**src/rtl/time_entry.sv**
```systemverilog
// Keypad time-entry front end: collects M:SS digits, validates the entry and
// issues the load/start handshake to the countdown chain, then locks until zero or abort.
module time_entry (
  input  logic       clock,
  input  logic       clearn,
  input  logic       key_valid,
  input  logic [3:0] key_code,
  input  logic       timer_zero,
  output logic [3:0] min_ones,
  output logic [3:0] sec_tens,
  output logic [3:0] sec_ones,
  output logic       loadn,
  output logic       start,
  output logic       error,
  output logic       abort,
  output logic       locked,
  output logic [1:0] digit_count
);

  typedef enum logic [2:0] {
    S_IDLE   = 3'd0,
    S_ENTRY  = 3'd1,
    S_LOAD   = 3'd2,
    S_ARM    = 3'd3,
    S_LOCKED = 3'd4
  } state_t;

  state_t     state_q;
  logic [3:0] min_ones_q;
  logic [3:0] sec_tens_q;
  logic [3:0] sec_ones_q;
  logic [1:0] digit_count_q;
  logic       loadn_q;
  logic       start_q;
  logic       error_q;
  logic       abort_q;
  logic       locked_q;

  logic       key_digit_s;
  logic       key_clear_s;
  logic       key_start_s;

  function automatic logic is_digit(input logic [3:0] code);
    return (code <= 4'd9);
  endfunction

  assign key_digit_s = key_valid && is_digit(key_code);
  assign key_clear_s = key_valid && (key_code == 4'd10);
  assign key_start_s = key_valid && (key_code == 4'd11);

  // Entry/countdown FSM; every output is a register so the counters see clean levels.
  always_ff @(posedge clock or negedge clearn) begin
    if (!clearn) begin
      state_q       <= S_IDLE;
      min_ones_q    <= 4'd0;
      sec_tens_q    <= 4'd0;
      sec_ones_q    <= 4'd0;
      digit_count_q <= 2'd0;
      loadn_q       <= 1'b1;
      start_q       <= 1'b0;
      error_q       <= 1'b0;
      abort_q       <= 1'b0;
      locked_q      <= 1'b0;
    end else begin
      loadn_q <= 1'b1;
      start_q <= 1'b0;
      error_q <= 1'b0;
      abort_q <= 1'b0;
      case (state_q)
        S_IDLE, S_ENTRY: begin
          if (key_digit_s) begin
            if (digit_count_q != 2'd3) begin
              min_ones_q    <= sec_tens_q;
              sec_tens_q    <= sec_ones_q;
              sec_ones_q    <= key_code;
              digit_count_q <= digit_count_q + 2'd1;
              state_q       <= S_ENTRY;
            end else begin
              state_q <= state_q;
            end
          end else if (key_clear_s) begin
            min_ones_q    <= 4'd0;
            sec_tens_q    <= 4'd0;
            sec_ones_q    <= 4'd0;
            digit_count_q <= 2'd0;
            state_q       <= S_IDLE;
          end else if (key_start_s && (state_q == S_ENTRY)) begin
            if (sec_tens_q > 4'd5) begin
              error_q <= 1'b1;
            end else begin
              loadn_q <= 1'b0;
              state_q <= S_LOAD;
            end
          end else begin
            state_q <= state_q;
          end
        end
        S_LOAD: begin
          start_q  <= 1'b1;
          locked_q <= 1'b1;
          state_q  <= S_ARM;
        end
        S_ARM: begin
          state_q <= S_LOCKED;
        end
        S_LOCKED: begin
          // CLEAR takes priority over a simultaneous zero so the user sees the abort.
          if (key_clear_s || timer_zero) begin
            abort_q       <= key_clear_s;
            min_ones_q    <= 4'd0;
            sec_tens_q    <= 4'd0;
            sec_ones_q    <= 4'd0;
            digit_count_q <= 2'd0;
            locked_q      <= 1'b0;
            state_q       <= S_IDLE;
          end else begin
            state_q <= S_LOCKED;
          end
        end
        default: begin
          min_ones_q    <= 4'd0;
          sec_tens_q    <= 4'd0;
          sec_ones_q    <= 4'd0;
          digit_count_q <= 2'd0;
          locked_q      <= 1'b0;
          state_q       <= S_IDLE;
        end
      endcase
    end
  end

  assign min_ones    = min_ones_q;
  assign sec_tens    = sec_tens_q;
  assign sec_ones    = sec_ones_q;
  assign digit_count = digit_count_q;
  assign loadn       = loadn_q;
  assign start       = start_q;
  assign error       = error_q;
  assign abort       = abort_q;
  assign locked      = locked_q;

endmodule

```
**config.mk**
```make
export PLATFORM = sky130hd
export DESIGN_NAME = time_entry
export DESIGN_NICKNAME = d
export VERILOG_FILES = /design/src/rtl/time_entry.sv
export SDC_FILE = /design/constraint.sdc
export NUM_CORES = 1
export LEC_CHECK = 0
export ABC_CLOCK_PERIOD_IN_PS = 4500
export BUFFER_PORTS_ARGS = -buffer_cell sky130_fd_sc_hd__buf_2
export CORE_MARGIN = 5
export CORE_UTILIZATION = 45
export DETAILED_ROUTE_END_ITERATION = 16
export GPL_TIMING_DRIVEN = 0
export PLACE_DENSITY = 0.69
export RECOVER_POWER = 50
export SLEW_MARGIN = 15
export SYNTH_ARGS = -nofsm -noshare
export SYNTH_HDL_FRONTEND = slang
export SYNTH_SLANG_ARGS = --single-unit
```
**constraint.sdc**
```tcl
create_clock -name clock -period 4.5 [get_ports clock]
set_clock_uncertainty 0.05 [all_clocks]
set_input_delay 0.225 -clock clock [delete_from_list [all_inputs] [get_ports clock]]
set_output_delay 0.225 -clock clock [all_outputs]
set_load 0.005 [all_outputs]
```
==> out/results.txt <==
worst-margin pin slew - 1.17 ns
die footprint - 0.00363 mm2
Seq/Total Area, Yosys - 0.486
Post-Syn Area - 0.00113 mm2
Crit. End Element - flop
Clock Power Share - 0.166
gp weighted congestion - 0.779
worst hold-check path type - in -> reg
Port Buf Inserts - 26
first-pass GRT wire length - 4290 um
CORE AREA - 0.00245 mm2
count of different cell masters after synthesis - 34
Synth Area in Adders - 0.0110
Overflow after GRT - 0
fmax - 557 MHz
Logic pwr share - 0.435
crit path DAT - 1.94 ns
Crit Path Class - reg -> reg
layout cell share with drive strength beyond 1 - 0.293
Vias/cell - 5.41
Total Power - 0.926 mW
root buf cell - clkbuf_4
Tmin final - 1.80 ns
vias in the first global route - 971
fin crit share - 0.399
Clk Latency, worst-skew pair - 0.31 ns
mux cell area share after synthesis - 0.0132
critical path required time - 4.65 ns
post-synthesis simple-gate area fraction - 0.275
compound-gate portion of the synthesized area - 0.181
CTS tree - done
Slowest-stage cell, CP - dfrtp_1
Worst path top cell family by delay - simple AND/OR/NAND/NOR gates
post-synthesis xor/xnor area fraction - 0
largest family of logic cells by synthesized area - simple AND/OR/NAND/NOR gates
IO Pins - 27
PostCTS Resize Cnt - 0
Cell Int Power - 0.565 mW
Ys Warns - 0
Max VDD drop - 0.389 mV
Post-synth ARST share - 1.00
DPL Wire Length - 1890 um
row cnt - 18
Crit path largest cell delay - 0.45 ns
Worst-path clk slew - 0.13 ns
Leak - 0.620 nW
Net Switching - 0.361 mW
setup_tns - 0 ns
sw frac - 0.390
1st-iter DRT viols - 29
Synthesized Nets - 128
Initial Util - 0.462
status - finished clean
worst rel slew slack - 0.217
wire per inst - 13.9 um
Max Buffers Root-to-Sink - 2
Ant. Diodes - 0
Max Slew Vio Count - 0
global-route usage over all layers - 0.157
die width - 60.2 um
RSZ-0062 raised after global routing - false
clk sinks - 22
Crit Path Max Fanout - 10
crit path buf inv count - 1
drt drc - 0
H-tree Lvls - 1
post-route antenna net violation count - 0
power density over the cells - 680 mW/mm2
Yosys reg bits - 22
Cell Area, Placed - 0.00130 mm2
initial antenna violation count - 0
part of the power in registers - 0.399
die extent in y - 60.2 um
startpoint types - flop
Mapped Cells - 119
crit-path cells - ha_1 > nand2b_1 > nor3_2 > buf_2 > o211ai_1
Post-synth EDFFs - 0
Pre-antenna DRT Iters - 4
ys flop type - dfrtp_1
final wirelength - 2500 um
nets@finish - 160
Max Cap Violations - 0
fin area - 0.00136 mm2
Syn-to-layout area delta - 20.0%
Mapped Avg Cell Area - 9.54 um2
Via Count - 973
Num CTS Buffers - 3
final setup violation count - 0
largest net degree at the start of global routing - 23
Fin. Hold Viols - 0
## final timing paths
check	startpoint	endpoint	slack, ns	depth (start not counted)
worst max register to register	digit_count[0]$_DFFE_PN0P_	sec_tens[3]$_DFFE_PN0P_	2.70	5
worst min-delay path	key_code[3]	sec_ones[3]$_DFFE_PN0P_	0.14	3
min in group asynchronous	clearn	digit_count[1]$_DFFE_PN0P_	0.60	2
worst min register to register	locked$_DFFE_PN0P_	locked$_DFFE_PN0P_	0.48	1
worst max-delay path	digit_count[0]$_DFFE_PN0P_	sec_tens[3]$_DFFE_PN0P_	2.70	5
max in group asynchronous	clearn	min_ones[2]$_DFFE_PN0P_	3.11	2
## routing by layer
metal  vias up  wire length (um)  GRT usage
li1        480                 -          -
met1       460              1140      0.212
met2        29              1160      0.252
met3         4               150     0.0194
met4         0                42     0.0665
met5         -                 0          0
## through the flow
| stage | worst slack [ns] | hold WS (ns) | std cells | utilization |
|---|---|---|---|---|
| 2_1_floorplan | 2.90 | -0.121 | 119 | - |
| 3_3_place_gp | 2.78 | 0.164 | 175 | 0.531 |
| 3_5_place_dp | 2.72 | 0.167 | 175 | 0.531 |
| 4_1_cts | 2.69 | 0.124 | 180 | 0.556 |
| 5_1_grt | 2.60 | 0.125 | 180 | 0.555 |
| 6_report | 2.70 | 0.141 | 180 | 0.555 |
## cells in the mapped netlist (all sizes together), types with 2 or more instances
cell	number	share of area
inv	2	0.0066
nand2	40	0.13
nor3	3	0.018
nor2b	2	0.011
o21ai	2	0.0088
nor2	8	0.029
buf	5	0.028
o211ai	13	0.095
dfrtp	21	0.46
nor4	3	0.030
a21oi	3	0.017
## cell usage in the layout (no fill, tap or decap), types with 2 or more instances in the layout
cell type,n
a21oi_1,2
buf_2,27
clkbuf_1,3
clkbuf_4,3
dfrtp_1,21
inv_1,2
nand2_1,40
nor2_1,7
nor2b_1,2
nor3_1,2
nor4_1,2
o211ai_1,11
o211ai_2,2
o21ai_0,2
## power groups by stage
stage	Clock, mW	Sequential [mW]	Combinational (mW)
2_1_floorplan	0	0.366	0.272
3_3_place_gp	0	0.369	0.397
3_5_place_dp	0	0.374	0.410
4_1_cts	0.157	0.370	0.412
5_1_grt	0.164	0.385	0.457
6_report	0.154	0.369	0.403
## worst register-to-register path: stages, from the launching register on
cell and delay (ns):
dfrtp_1 0.45, ha_1 0.22, nand2b_1 0.21, nor3_2 0.31, buf_2 0.31, o211ai_1 0.13
## flip-flops by register name, summed over array words and instances (netlist names)
name,count
min_ones,4
sec_ones,4
sec_tens,4
state_q,3
digit_count,2
abort,1
error,1
loadn,1
locked,1
start,1
## layout make-up
cell class,count,area (um2)
Timing Repair Buffer,27,136
Fill cell,230,1090
Tap cell,30,37.5
Multi-Input combinational cell,90,544
Buffer,5,31.3
Sequential cell,22,552
Inverter,2,7.51
Clock buffer,3,22.5
Clock inverter,1,30.0
## cells by family (layout without fill, tap and decap cells)
| kind of cell | Yosys count | count (layout) |
|---|---|---|
| AO/OA/AOI/OAI | 24 | 24 |
| adder cells (fa/ha/maj) | 1 | 1 |
| buffers and inverters | 7 | 38 |
| flip-flops | 22 | 22 |
| multiplexers | 1 | 1 |
| AND/OR/NAND/NOR | 64 | 64 |
## what timing repair did
| action | in CTS | in global routing |
|---|---|---|
| endpoints found under the hold margin | 21 | 0 |
| buffers inserted | 0 | 0 |
| hold buffers | 1 | 0 |
(Power assumes the default switching activity.)
